File: config.mk
export PLATFORM = sky130hd
export DESIGN_NAME = cnn_conv_engine
export DESIGN_NICKNAME = d
export VERILOG_FILES = /design/src/rtl/cnn_pkg.sv /design/src/rtl/cnn_post.sv /design/src/rtl/cnn_conv_engine.sv
export SDC_FILE = /design/constraint.sdc
export NUM_CORES = 1
export LEC_CHECK = 0
export CAP_MARGIN = 30
export CORE_MARGIN = 3
export CORE_UTILIZATION = 66
export DETAILED_ROUTE_END_ITERATION = 12
export PLACE_DENSITY = 0.87
export RECOVER_POWER = 25
export SLEW_MARGIN = 30
export SYNTH_ARGS = -nofsm -noshare
export SYNTH_HDL_FRONTEND = slang
export SYNTH_HIERARCHICAL = 1
export SYNTH_SLANG_ARGS = --single-unit
File: constraint.sdc
create_clock -name clock -period 26.4 [get_ports clock]
set_input_delay 5.28 -clock clock [delete_from_list [all_inputs] [get_ports clock]]
set_output_delay 5.28 -clock clock [all_outputs]
set_load 0.05 [all_outputs]
File: src/rtl/cnn_pkg.sv
// Shared encodings and dimension helpers for the CNN convolution engine.
package cnn_pkg;

    // Operation selected by the start command
    typedef enum logic [1:0] {
        MODE_CONV      = 2'b00,
        MODE_CONV_RELU = 2'b01,
        MODE_POOL      = 2'b10,
        MODE_RSVD      = 2'b11
    } cnn_mode_e;

    // Engine sequencing states
    typedef enum logic [2:0] {
        ST_IDLE,
        ST_LOAD_F,
        ST_RUN,
        ST_WRITE,
        ST_DONE
    } cnn_state_e;

    // Accumulator width able to hold K*K full-precision products
    function automatic int acc_width(input int n, input int k);
        return 2 * n + $clog2(k * k);
    endfunction

    // Output dimension for a stride-1, valid-padding convolution
    function automatic int conv_dim(input int img, input int k);
        return img - k + 1;
    endfunction

    // Output dimension for 2x2 stride-2 pooling (odd trailing line dropped)
    function automatic int pool_dim(input int img);
        return img / 2;
    endfunction

endpackage

File: src/rtl/cnn_post.sv
// Result post-processing: arithmetic shift, signed saturation, optional ReLU.
module cnn_post #(
    parameter int N     = 8,
    parameter int ACC_W = 20,
    parameter int SHIFT = 0
) (
    input  logic signed [ACC_W-1:0] acc,
    input  logic                    relu,
    output logic        [N-1:0]     res
);

    localparam logic signed [ACC_W-1:0] SAT_MAX = ACC_W'((1 << (N - 1)) - 1);
    localparam logic signed [ACC_W-1:0] SAT_MIN = ACC_W'(-(1 << (N - 1)));

    logic signed [ACC_W-1:0] shifted;

    // Scale, clamp to the N-bit signed range, then zero negatives under ReLU
    always_comb begin
        shifted = acc >>> SHIFT;
        if (shifted > SAT_MAX) begin
            res = SAT_MAX[N-1:0];
        end else if (shifted < SAT_MIN) begin
            res = SAT_MIN[N-1:0];
        end else begin
            res = shifted[N-1:0];
        end
        if (relu && shifted[ACC_W-1]) begin
            res = '0;
        end
    end

endmodule

File: src/rtl/cnn_conv_engine.sv
// Sequenced conv / conv+ReLU / 2x2 max-pool engine walking a whole image plane.
module cnn_conv_engine
    import cnn_pkg::*;
#(
    parameter int N     = 8,
    parameter int IMG_W = 28,
    parameter int IMG_H = 28,
    parameter int K     = 3,
    parameter int M_AW  = 10,
    parameter int F_AW  = 4,
    parameter int SHIFT = 0,
    parameter int ACC_W = acc_width(N, K)
) (
    input  logic            clock,
    input  logic            reset,
    input  logic            start,
    input  logic [1:0]      mode,
    input  logic [M_AW-1:0] img_base,
    input  logic [F_AW-1:0] fil_base,
    input  logic [M_AW-1:0] out_base,
    output logic            img_rd_en,
    output logic [M_AW-1:0] img_addr,
    input  logic [N-1:0]    img_data,
    output logic            fil_rd_en,
    output logic [F_AW-1:0] fil_addr,
    input  logic [N-1:0]    fil_data,
    output logic            out_wr_en,
    output logic [M_AW-1:0] out_addr,
    output logic [N-1:0]    out_data,
    output logic            busy,
    output logic            done,
    output logic            err
);

    localparam int KK    = K * K;
    localparam int T_MAX = (KK > 4) ? KK : 4;
    localparam int TW    = $clog2(T_MAX + 1);
    localparam int KW    = $clog2(K + 1);
    localparam int RW    = $clog2(IMG_H + 1);
    localparam int CW    = $clog2(IMG_W + 1);
    localparam int OH    = conv_dim(IMG_H, K);
    localparam int OW    = conv_dim(IMG_W, K);
    localparam int PH    = pool_dim(IMG_H);
    localparam int PW    = pool_dim(IMG_W);

    localparam logic [TW-1:0] T_CONV  = TW'(KK);
    localparam logic [TW-1:0] T_POOL  = TW'(4);
    localparam logic [KW-1:0] KL_CONV = KW'(K - 1);
    localparam logic [KW-1:0] KL_POOL = KW'(1);
    localparam logic [RW-1:0] RL_CONV = RW'(OH - 1);
    localparam logic [RW-1:0] RL_POOL = RW'(PH - 1);
    localparam logic [CW-1:0] CL_CONV = CW'(OW - 1);
    localparam logic [CW-1:0] CL_POOL = CW'(PW - 1);

    cnn_state_e              state;
    cnn_mode_e               mode_q;
    logic [M_AW-1:0]         img_base_q, out_base_q;
    logic [F_AW-1:0]         fil_base_q;
    logic [RW-1:0]           row, row_nxt, row_last;
    logic [CW-1:0]           col, col_nxt, col_last;
    logic [KW-1:0]           ti, tj, ti_nxt, tj_nxt, tap_last;
    logic [TW-1:0]           tap, tap_inc, tap_end;
    logic signed [ACC_W-1:0] acc, acc_nxt, samp;
    logic signed [2*N-1:0]   prod;
    logic signed [N-1:0]     coef [KK];
    logic                    is_pool, last_pix;
    logic [31:0]             plane_w;
    logic [N-1:0]            post_res;

    // Image address of tap (i,j) for output pixel (r,c), wrapping modulo 2^M_AW
    function automatic logic [M_AW-1:0] tap_addr(input logic [M_AW-1:0] base, input logic pool,
                                                 input logic [31:0] r, input logic [31:0] c,
                                                 input logic [31:0] i, input logic [31:0] j);
        logic [31:0] y, x;
        y = pool ? (2 * r + i) : (r + i);
        x = pool ? (2 * c + j) : (c + j);
        return base + M_AW'(y * IMG_W + x);
    endfunction

    // Mode-dependent limits and next tap / next pixel indices
    always_comb begin
        is_pool  = (mode_q == MODE_POOL);
        tap_end  = is_pool ? T_POOL : T_CONV;
        tap_inc  = tap + 1'b1;
        tap_last = is_pool ? KL_POOL : KL_CONV;
        row_last = is_pool ? RL_POOL : RL_CONV;
        col_last = is_pool ? CL_POOL : CL_CONV;
        plane_w  = is_pool ? 32'(PW) : 32'(OW);
        last_pix = (row == row_last) && (col == col_last);
        if (tj == tap_last) begin
            tj_nxt = '0;
            ti_nxt = ti + 1'b1;
        end else begin
            tj_nxt = tj + 1'b1;
            ti_nxt = ti;
        end
        if (col == col_last) begin
            col_nxt = '0;
            row_nxt = row + 1'b1;
        end else begin
            col_nxt = col + 1'b1;
            row_nxt = row;
        end
    end

    // Accumulate or running-max on the data returned for the previous tap
    always_comb begin
        prod    = $signed(img_data) * coef[0];
        samp    = ACC_W'($signed(img_data));
        acc_nxt = acc;
        if (state == ST_RUN && tap != '0) begin
            if (is_pool) begin
                if (tap == TW'(1) || samp > acc) begin
                    acc_nxt = samp;
                end
            end else if (tap == TW'(1)) begin
                acc_nxt = ACC_W'(prod);
            end else begin
                acc_nxt = acc + ACC_W'(prod);
            end
        end
    end

    cnn_post #(
        .N     (N),
        .ACC_W (ACC_W),
        .SHIFT (SHIFT)
    ) u_post (
        .acc  (acc_nxt),
        .relu (mode_q == MODE_CONV_RELU),
        .res  (post_res)
    );

    // Sequencer with registered memory strobes, results and status
    always_ff @(posedge clock) begin
        if (reset) begin
            state      <= ST_IDLE;
            mode_q     <= MODE_CONV;
            img_base_q <= '0;
            fil_base_q <= '0;
            out_base_q <= '0;
            row        <= '0;
            col        <= '0;
            ti         <= '0;
            tj         <= '0;
            tap        <= '0;
            acc        <= '0;
            for (int unsigned t = 0; t < KK; t++) coef[t] <= '0;
            img_rd_en  <= 1'b0;
            img_addr   <= '0;
            fil_rd_en  <= 1'b0;
            fil_addr   <= '0;
            out_wr_en  <= 1'b0;
            out_addr   <= '0;
            out_data   <= '0;
            busy       <= 1'b0;
            done       <= 1'b0;
            err        <= 1'b0;
        end else begin
            img_rd_en <= 1'b0;
            fil_rd_en <= 1'b0;
            out_wr_en <= 1'b0;
            done      <= 1'b0;
            err       <= 1'b0;
            acc       <= acc_nxt;
            case (state)
                ST_IDLE: begin
                    if (start) begin
                        mode_q     <= cnn_mode_e'(mode);
                        img_base_q <= img_base;
                        fil_base_q <= fil_base;
                        out_base_q <= out_base;
                        row        <= '0;
                        col        <= '0;
                        ti         <= '0;
                        tj         <= '0;
                        tap        <= '0;
                        case (cnn_mode_e'(mode))
                            MODE_CONV, MODE_CONV_RELU: begin
                                state     <= ST_LOAD_F;
                                busy      <= 1'b1;
                                fil_rd_en <= 1'b1;
                                fil_addr  <= fil_base;
                            end
                            MODE_POOL: begin
                                state     <= ST_RUN;
                                busy      <= 1'b1;
                                img_rd_en <= 1'b1;
                                img_addr  <= img_base;
                            end
                            default: begin
                                state <= ST_DONE;
                                done  <= 1'b1;
                                err   <= 1'b1;
                            end
                        endcase
                    end
                end
                ST_LOAD_F: begin
                    // Coefficients shift in from the top so coef[0] ends up holding tap 0
                    if (tap != '0) begin
                        for (int unsigned t = 0; t + 1 < KK; t++) coef[t] <= coef[t + 1];
                        coef[KK-1] <= $signed(fil_data);
                    end
                    if (tap == T_CONV) begin
                        state     <= ST_RUN;
                        tap       <= '0;
                        img_rd_en <= 1'b1;
                        img_addr  <= img_base_q;
                    end else begin
                        tap <= tap_inc;
                        if (tap_inc < T_CONV) begin
                            fil_rd_en <= 1'b1;
                            fil_addr  <= fil_base_q + F_AW'(tap_inc);
                        end
                    end
                end
                ST_RUN: begin
                    // Rotating the bank K*K times per pixel leaves it back in tap order
                    if (!is_pool && tap != '0) begin
                        for (int unsigned t = 0; t + 1 < KK; t++) coef[t] <= coef[t + 1];
                        coef[KK-1] <= coef[0];
                    end
                    if (tap == tap_end) begin
                        state     <= ST_WRITE;
                        tap       <= '0;
                        ti        <= '0;
                        tj        <= '0;
                        out_wr_en <= 1'b1;
                        out_addr  <= out_base_q + M_AW'(32'(row) * plane_w + 32'(col));
                        out_data  <= is_pool ? acc_nxt[N-1:0] : post_res;
                    end else begin
                        tap <= tap_inc;
                        if (tap_inc < tap_end) begin
                            ti        <= ti_nxt;
                            tj        <= tj_nxt;
                            img_rd_en <= 1'b1;
                            img_addr  <= tap_addr(img_base_q, is_pool, 32'(row), 32'(col),
                                                  32'(ti_nxt), 32'(tj_nxt));
                        end
                    end
                end
                ST_WRITE: begin
                    if (last_pix) begin
                        state <= ST_DONE;
                        done  <= 1'b1;
                        busy  <= 1'b0;
                    end else begin
                        state     <= ST_RUN;
                        row       <= row_nxt;
                        col       <= col_nxt;
                        img_rd_en <= 1'b1;
                        img_addr  <= tap_addr(img_base_q, is_pool, 32'(row_nxt), 32'(col_nxt),
                                              32'd0, 32'd0);
                    end
                end
                default: begin
                    state <= ST_IDLE;
                end
            endcase
        end
    end

endmodule

# --- After elaboration in Yosys (flattened, before gate mapping) ---
# Memory sizes are Yosys's and may differ from the RTL's.
# Cells that the tools add are included.
totals:
  memories: 1
  output_inout_bits: 38
  ff_bits: 105
  latch_bits: 0
  mem_bits_rw: 72
  elab_cells: 224
  romBits: 0
  in_bits: 45
classes:
  multipliers: 4
  add_sub_neg: 17
  n_lt_le_gt_ge: 5
  n_eq_ne: 26
  n_reduce_logical: 27
  bitwise: 20
  n_div: 0
  n_mux: 103
  shifts: 0
memory_table:
  columns: ["memory", "depth", "word_bits", "read_ports", "rd_ports_with_merged_regs", "write_ports", "line", "rtl"]
  rows:
  - ["coef", 9, 8, 9, 0, 9, "cnn_conv_engine.sv:65", "logic signed [N-1:0] coef [KK];"]
op_table:
  columns: ["cell", "n"]
  rows:
  - ["$mux W8", 22]
  - ["$mux W20", 4]
  - ["$mux W10", 6]
  - ["$pmux W10 S4", 1]
  - ["$mux W5", 7]
  - ["$mux W4", 8]
  - ["$add A10 B10 Y10", 3]
  - ["$mux W1", 27]
  - ["$add A20 B16 Y20", 1]
  - ["$gt A20 B8 Y1 const B", 1]
  - ["$gt A8 B20 Y1", 1]
  - ["$lt A20 B8 Y1 const B", 1]
  - ["$pmux W5 S2", 2]
  - ["$or A1 B1 Y1", 18]
  - ["$mul A8 B8 Y16", 1]
  - ["$mux W2", 8]
  - ["$ne A2 B2 Y1 const B", 8]
  - ["$add A6 B2 Y7", 2]
  - ["$mux W7", 2]
  - ["$add A5 B2 Y6", 2]
  - ["$mux W3", 4]
  - ["$mux W6", 2]
  - ["$pmux W3 S4", 1]
  - ["$pmux W4 S3", 1]
  - ["44 further kinds", 69]

# --- Longest topological paths before layout ---
# Gate-level depths: netlist (run 1).
logic_depth:
  word_depth: 12
  ltp_mapped: 33
  mapped_depth_nobuf: 32

# --- Modules after synthesis ---
# Netlist (run 1), hierarchy kept.
by_module_without_submodules:
  columns: ["module", "cells_per_inst", "seq_area_each_um2", "area_per_inst_um2", "instances"]
  rows:
  - ["cnn_conv_engine", 1655, 4264.1, 14858.0, 1]
  - ["cnn_post", 21, 0.0, 160.2, 1]

# --- Least setup slack after synthesis (run 1) ---
# No wires, ideal clock.
synth_timing:
  path_type: "in2reg"
  from: "in img_data[3]"
  to: "reg out_data[4]"
  required_time_ps: 26268
  setup_ps: 132
  path_buffers: 1
  t_arrival_ps: 12078
  path_slack_ps: 14190
  path_stages: 30
  path_cell_list: "clkbuf_1 and2_1 fa_1 inv_1 fa_1 inv_1 fa_1 inv_1 fa_1 inv_1 ha_1 a21oi_1 o21ai_0 o41a_1 xor2_1 ha_1 a21o_1 a221oi_1 or4b_1 a31oi_1 xor2_1 nor2_1 o22ai_1 nor2_1 or4_1 o31a_1 a21o_1 nor2_1 a211o_1 a21oi_1"
synth_via:
  elab_chain_len: 10
  word_cells_on_any_way: 15
  classes_between: "add/sub: 1; mul: 1; order compare: 3; mux: 8; reduce/logical: 2"
synth_lines:
  columns: ["item", "line", "rtl"]
  rows:
  - ["start: declaration", "cnn_conv_engine.sv:23", "input logic [N-1:0] img_data,"]
  - ["$mul A8 B8 Y16 or $gt A8 B20 Y1 (tied branches)", "cnn_conv_engine.sv:108, cnn_conv_engine.sv:113", null]
  - ["$add A20 B16 Y20 or $logic_or A1 B1 Y1 (tied branches)", "cnn_conv_engine.sv:119, cnn_conv_engine.sv:113", null]
  - ["$mux W20, on equally long branches", "cnn_conv_engine.sv:116, cnn_conv_engine.sv:113", null]
  - ["$mux W20 *", "cnn_conv_engine.sv:112", "if (is_pool) begin"]
  - ["$mux W20 *", "cnn_conv_engine.sv:111", "if (state == ST_RUN && tap != '0) begin"]
  - ["net acc_nxt[15]", "cnn_conv_engine.sv:63", "logic signed [ACC_W-1:0] acc, acc_nxt, samp;"]
  - ["$lt A20 B8 Y1", "cnn_post.sv:22", "end else if (shifted < SAT_MIN) begin"]
  - ["$mux W8", "cnn_post.sv:22", null]
  - ["$mux W8 *", "cnn_post.sv:20", "if (shifted > SAT_MAX) begin"]
  - ["$mux W8 *", "cnn_post.sv:27", "if (relu && shifted[ACC_W-1]) begin"]
  - ["net post_res[4]", "cnn_conv_engine.sv:68", "logic [N-1:0] post_res;"]
  - ["$mux W8 *", "cnn_conv_engine.sv:231", "out_data <= is_pool ? acc_nxt[N-1:0] : post_res;"]
  - ["end signal: assignment", "cnn_conv_engine.sv:231", null]
  - ["end: declaration", "cnn_conv_engine.sv:29", "output logic [N-1:0] out_data,"]
# The timed path passes the listed nets; every way through them passes the cells marked *.
# A chain may end at the register's enable or synchronous reset.

# --- Worst setup path after layout (run 1) ---
layout_timing:
  from: "in img_data[4]"
  to: "reg out_data[0]"
# The elaborated chain is that of the path after synthesis.

==> results of run 1 <==
[metrics by stage]
stage | setup slack, ns | std cells | total power [mW] | util (%) | instance area [µm²]
2_1_floorplan | 14.19 | 1676 | 0.663 | - | 15000
6_report | 13.29 | 2010 | 1.03 | 75.1 | 16600
5_1_grt | 12.74 | 2010 | 1.10 | 75.1 | 16600
3_5_place_dp | 13.05 | 1978 | 0.761 | 72.4 | 16000
3_3_place_gp | 13.25 | 1978 | 0.745 | 72.4 | 16000
4_1_cts | 13.46 | 2010 | 1.02 | 75.2 | 16600
[state kept, by name, indices dropped and copies added (netlist names), 5 cells and up]
name	cells
row	5
out_base_q	10
img_base_q	10
acc	20
out_data	8
out_addr	10
coef	72
col	5
img_addr	10
[layout by cell type (no fill, tap or decap), drive strengths merged, types with 21 or more instances in the layout]
| cell type | instances |
|---|---|
| and2 | 121 |
| fa | 97 |
| nor2 | 112 |
| xor2 | 27 |
| inv | 209 |
| edfxtp | 72 |
| clkdlybuf4s50 | 79 |
| dfxtp | 105 |
| nor3 | 29 |
| ha | 161 |
| xnor2 | 60 |
| o21ai | 29 |
| clkbuf | 21 |
| nand3 | 29 |
| a21oi | 127 |
| nand2 | 165 |
| a21o | 29 |
[cell type report]
class | instances | area (µm²) | share of cell area [%]
multi-input cells | 1230 | 9740 | 58.7
inverters | 200 | 751 | 4.52
clock buffers | 17 | 425 | 2.56
clock inverters | 15 | 189 | 1.14
repair buffers | 91 | 871 | 5.25
flip-flops and latches | 177 | 4260 | 25.7
well taps | 280 | 350 | 2.11
[final timing paths]
path	end	startpoint	slack, ns
worst max-delay path	out_data[0]$_SDFFE_PP0P_	img_data[4]	13.29
worst min register to register	out_addr[8]$_SDFFE_PP0P_	out_addr[8]$_SDFFE_PP0P_	0.45
worst min-delay path	out_addr[8]$_SDFFE_PP0P_	out_addr[8]$_SDFFE_PP0P_	0.45
worst max register to register	out_data[0]$_SDFFE_PP0P_	coef[0][7]$_DFFE_PP_	18.18
[logic make-up after synthesis]
group / count (synthesis) / share of synthesized area (%)
adders and majority gates: 258 / 26.3
buffers and inverters: 269 / 6.84
AOI/OAI and AO/OA: 328 / 14.4
DFF: 177 / 28.4
xor gates and xnor gates: 87 / 5.07
muxes: 20 / 1.36
and+or+nand+nor: 537 / 17.6
[layer usage]
metal,up-vias,track usage [%],part of all wire (%)
li1,5741,-,-
met1,5760,34.7,39
met2,354,51.7,53
met3,85,4.07,4.9
met4,0,10.7,3.1
met5,-,0,0
[worst register-to-register path: cells and delay by family (launching register included)]
| kind | cells | cell delay [ns] |
|---|---|---|
| adders and majority gates | 6 | 2.84 |
| DFF | 1 | 0.68 |
| and+or+nand+nor | 9 | 1.91 |
| buffers and inverters | 3 | 0.16 |
| AOI/OAI and AO/OA | 10 | 1.93 |
| xor gates and xnor gates | 2 | 0.45 |
[where the power goes]
part	switching, mW	total [mW]	internal, mW	leakage, nW
Sequential	0.0128	0.314	0.301	1.60
Combinational	0.268	0.451	0.183	5.60
Clock	0.131	0.261	0.130	0.297
==> run_results.csv, run 1 <==
group,metric,value,unit
outcome,status,"finished, violations left",
outcome,violations,"max-capacitance violations, max-slew violations",
global_routing,grt_pass1_wl,57400,µm
timing,fin_tns_setup,0,ns
clocking,ctsResizeCount,0,
setup_path,critical_path_arrival,13.30,ns
power_and_ir_drop,irDropWorstVdd,44.3,µV
global_routing,antenna_found_initial,0,
clocking,clk_latency,0.44,ns
timing,setup_viol,0,
logic_synthesis,synthArstFlopShare,0,%
floorplan,row_count,54,
routing,drt_pre_antenna_iters,6,
layout,area.growth.synth_to_final,10.5,%
timing,slew_headroom,-145,%
setup_path,crit_fanout,11,
timing,min_period,13.11,ns
routing,via_count,11900,
layout,drive_gt1_share,3.53,%
logic_synthesis,synth_cell_types,71,
logic_synthesis,synth_cells,1676,
global_routing,grt_pass1_vias,12100,
clocking,cts_tree,"yes",
worst_hold_path,hold_path_class,"reg2reg",
logic_synthesis,netlist_area,15000,µm²
logic_synthesis,synthFlopType,"dfxtp_1",
floorplan,coreArea,22100,µm²
logic_synthesis,yosys-top-cells-area,"edfxtp_1 14%, dfxtp_1 14%, ha_1 13%",
setup_path,critical_path.endpoint_type,"register",
setup_path,worst_path_dominant_cell_family,"adder cells",
logic_synthesis,synth_warnings,6,
floorplan,start_util,68.0,%
power_and_ir_drop,p_leak,7.50,nW
setup_path,cp_num_buf_inv,5,
placed_design,gp_congestion,0.925,
logic_synthesis,synth_commonest_cells,"199 x inv_1, 165 x nand2_1, 161 x ha_1",
timing,drv_slew,176,
placed_design,dpl.hpwl,25500,µm
global_routing,grt.total_usage,28.7,%
clocking,clock_path_buffers,2,
floorplan,dieArea,24600,µm²
job,max_cap_violations,3,
routing,wire_per_inst,17.1,µm
timing,worstMarginPinSlew,3.68,ns
clocking,cts-root-buf,"clkbuf_16",
logic_synthesis,synth_nets,1979,
setup_path,critical_path_class,"in2reg",
timing,max_freq,0.0763,GHz
logic_synthesis,ys_seq_area_share,28.4,%
routing,routed_via_density,5.94,
clocking,clock_sinks,177,
routing,drt-total-wl,34400,µm
worst_hold_path,worstHoldPathCells,2,
timing,fin_crit_sh,49.7,%
placed_design,io_buffer_count,82,
setup_path,worst-path-stages,32,
logic_synthesis,post-synth-top-count-cell,"inv_1",
floorplan,io_pins,83,
clocking,hold_buffers,0,
timing,hold_viol,0,
routing,drt_iter0_drc,873,
timing,skew,0.00964,ns
logic_synthesis,synth_top_cell_by_area,"edfxtp_1",
floorplan,die_h,157,µm
setup_path,slowest_stage,"clkdlybuf4s50_1",
setup_path,reg2reg_depth,30,
clocking,clk_pin_slew,0.08,ns
logic_synthesis,synth_edf_count,72,
routing,drc,0,
timing,holdWs,0.454,ns
setup_path,cp-start-kind,"primary input",
logic_synthesis,yosys.area.top_type_share,14.4,%
clocking,htree_levels,4,
logic_synthesis,synth-seq-cells,177,
layout,nFillCells,1514,
timing,rsz0062_at_grt,"false",
power_and_ir_drop,p_per_area,61.9,nW/µm²
floorplan,die_w,157,µm
setup_path,critPathMaxStageDelay,0.65,ns
routing,drtAntennaViolNets,0,
logic_synthesis,syn_avg_cell_area,8.96,µm²
setup_path,critical_path_required,26.59,ns
layout,diodes,0,
clocking,cts_inserted_buffers,17,
global_routing,grt_overflow,0,
layout,fin_nets,2020,
global_routing,grt_max_degree,73,
clocking,post_cts_buffers,0,
Note: power is estimated with default switching activity, not from simulation.
==> inputs of run 2 (changes only) <==
--- a/config.mk
+++ b/config.mk
@@ -7,9 +7,9 @@
 export LEC_CHECK = 0
 export CAP_MARGIN = 30
 export CORE_MARGIN = 3
-export CORE_UTILIZATION = 66
+export CORE_UTILIZATION = 56
 export DETAILED_ROUTE_END_ITERATION = 12
-export PLACE_DENSITY = 0.87
+export PLACE_DENSITY = 0.78
 export RECOVER_POWER = 25
 export SLEW_MARGIN = 30
 export SYNTH_ARGS = -nofsm -noshare
==> constraint.sdc (replaced) <==
create_clock -name clock -period 11.37 [get_ports clock]
set_input_delay 2.274 -clock clock [delete_from_list [all_inputs] [get_ports clock]]
set_output_delay 2.274 -clock clock [all_outputs]
set_load 0.05 [all_outputs]
==> run 2 against run 1 <==
The run still ends with max-capacitance violations, max-slew violations left. Clock power grew 130%. Final area grew 0.49%. Register-to-register slack lost 15 ns. Sequential cell count is the same. Non-clock buffer count grew 2. Core utilization shrank 11 points. First-iteration DRC count shrank 0.92%. Sequential share of layout area shrank 0.13 points. Combinational power grew 130%. Cell count grew 2.8%. Clock skew grew 0.00073 ns. Total power grew 130%. Highest routed layer unchanged.
==> run_results.csv, run 2 (same netlist as run 1, synthesis figures left out) <==
group,metric,value,unit
setup_path,crit_fanout,11,
floorplan,io_pins,83,
layout,area.growth.synth_to_final,11.0,%
setup_path,critical_path_required,11.56,ns
floorplan,start_util,57.3,%
floorplan,dieArea,28800,µm²
global_routing,grt_overflow,0,
timing,min_period,10.02,ns
placed_design,pre_cts_slack,1.13,ns
routing,drt-total-wl,33800,µm
floorplan,die_w,170,µm
outcome,violations,"max-capacitance violations, max-slew violations",
timing,slew_headroom,-146,%
layout,postLayoutCellArea,16700,µm²
clocking,hold_buffers,0,
routing,via_count,11700,
layout,largest_register_ffs,72,
power_and_ir_drop,p_leak,7.51,nW
clocking,htree_levels,4,
setup_path,crit_path_frequent_cell,"fa_1",
global_routing,grt.total_usage,23.9,%
clocking,clk_pin_slew,0.08,ns
timing,skew,0.0104,ns
layout,drive_gt1_share,3.70,%
layout,final_common_cell,"inv_1",
layout,most-common-layout-cells,"199 x inv_1, 165 x nand2_1, 161 x ha_1, 127 x a21oi_1, 121 x and2_1",
clocking,clock_path_buffers,2,
global_routing,grt_pass1_wl,56100,µm
global_routing,grt_pass1_vias,11500,
power_and_ir_drop,p_total,2.38,mW
timing,worstMarginPinSlew,3.69,ns
floorplan,coreArea,26200,µm²
placed_design,dpl.hpwl,25700,µm
floorplan,die_h,170,µm
job,max_cap_violations,3,
setup_path,critical_path.endpoint_type,"register",
layout,regArea,4260,µm²
placed_design,gp_congestion,0.930,
layout,diodes,0,
clocking,post_cts_buffers,0,
global_routing,antenna_found_initial,0,
timing,drv_slew,176,
setup_path,critPathMaxStageDelay,0.64,ns
timing,setup_ws,1.35,ns
clocking,cts_tree,"yes",
global_routing,grt_max_degree,73,
clocking,clk_latency,0.44,ns
layout,top_register,"coef",
routing,drt_pre_antenna_iters,7,
placed_design,io_buffer_count,82,
timing,fin_tns_setup,0,ns
layout,fin_nets,2022,
setup_path,critical_path_class,"in2reg",
timing,rsz0062_at_grt,"false",
power_and_ir_drop,p_per_area,143,nW/µm²
clocking,cts_inserted_buffers,17,
routing,routed_via_density,5.67,
outcome,status,"finished, violations left",
timing,max_freq,0.0998,GHz
clocking,ctsResizeCount,0,
routing,drt_iter0_drc,865,
clocking,clock_sinks,177,
timing,hold_viol,0,
setup_path,critical_path_arrival,10.21,ns
placed_design,place_area,16100,µm²
layout,nFillCells,2166,
layout,multi_input_area,9750,µm²
worst_hold_path,hold_path_class,"reg2reg",
timing,setup_viol,0,
setup_path,cp-start-kind,"primary input",
power_and_ir_drop,irDropWorstVdd,103,µV
setup_path,slowest_stage,"clkdlybuf4s50_1",
routing,wire_per_inst,16.3,µm
routing,drc,0,
clocking,cts-root-buf,"clkbuf_16",
timing,fin_crit_sh,88.1,%
layout,utilization,63.6,%
floorplan,row_count,59,
routing,drtAntennaViolNets,0,
layout,top_regs,"coef x72, acc x20",
## run 2: cell type report
class | count | area share [%]
clock inverters | 15 | 1.09
flip-flops and latches | 177 | 25.6
well taps | 335 | 2.51
multi-input cells | 1230 | 58.5
inverters | 200 | 4.50
repair buffers | 93 | 5.31
clock buffers | 17 | 2.55
## run 2: report_power, final
| group | total [mW] | internal [mW] | switching [mW] |
|---|---|---|---|
| sequential | 0.730 | 0.700 | 0.0297 |
| combinational | 1.04 | 0.425 | 0.616 |
| clock | 0.607 | 0.303 | 0.304 |
## run 2: path summary, 6_finish.rpt
kind | startpoint | to | slack, ns | depth (start not counted)
setup / recovery | img_data[2] | out_data[2]$_SDFFE_PP0P_ | 1.35 | 30
hold / removal | out_addr[9]$_SDFFE_PP0P_ | out_addr[9]$_SDFFE_PP0P_ | 0.45 | 2
setup reg to reg | coef[0][7]$_DFFE_PP_ | out_data[2]$_SDFFE_PP0P_ | 3.21 | 29
hold reg to reg | out_addr[9]$_SDFFE_PP0P_ | out_addr[9]$_SDFFE_PP0P_ | 0.45 | 2
## run 2: per-layer routing
metal	wire length (µm)	track usage, %	vias up
li1	-	-	5743
met3	1450	3.26	60
met1	14400	30.9	5621
met5	0	0	-
met4	924	8.18	0
met2	17000	41.3	293
## run 2: per-stage QoR
step / cells / hold slack (ns)
global placement: 2035 / 0.441
global route: 2067 / 0.477
CTS: 2067 / 0.455
floorplan: 1676 / 0.436
finish: 2067 / 0.449
detailed placement: 2035 / 0.444
## run 2: worst max-delay path: cells and delay by family
family	cells	cell delay [ns]
AOI/OAI and AO/OA	10	1.88
and+or+nand+nor	9	2.02
adders and majority gates	6	2.84
xor gates and xnor gates	2	0.44
buffers and inverters	3	0.74
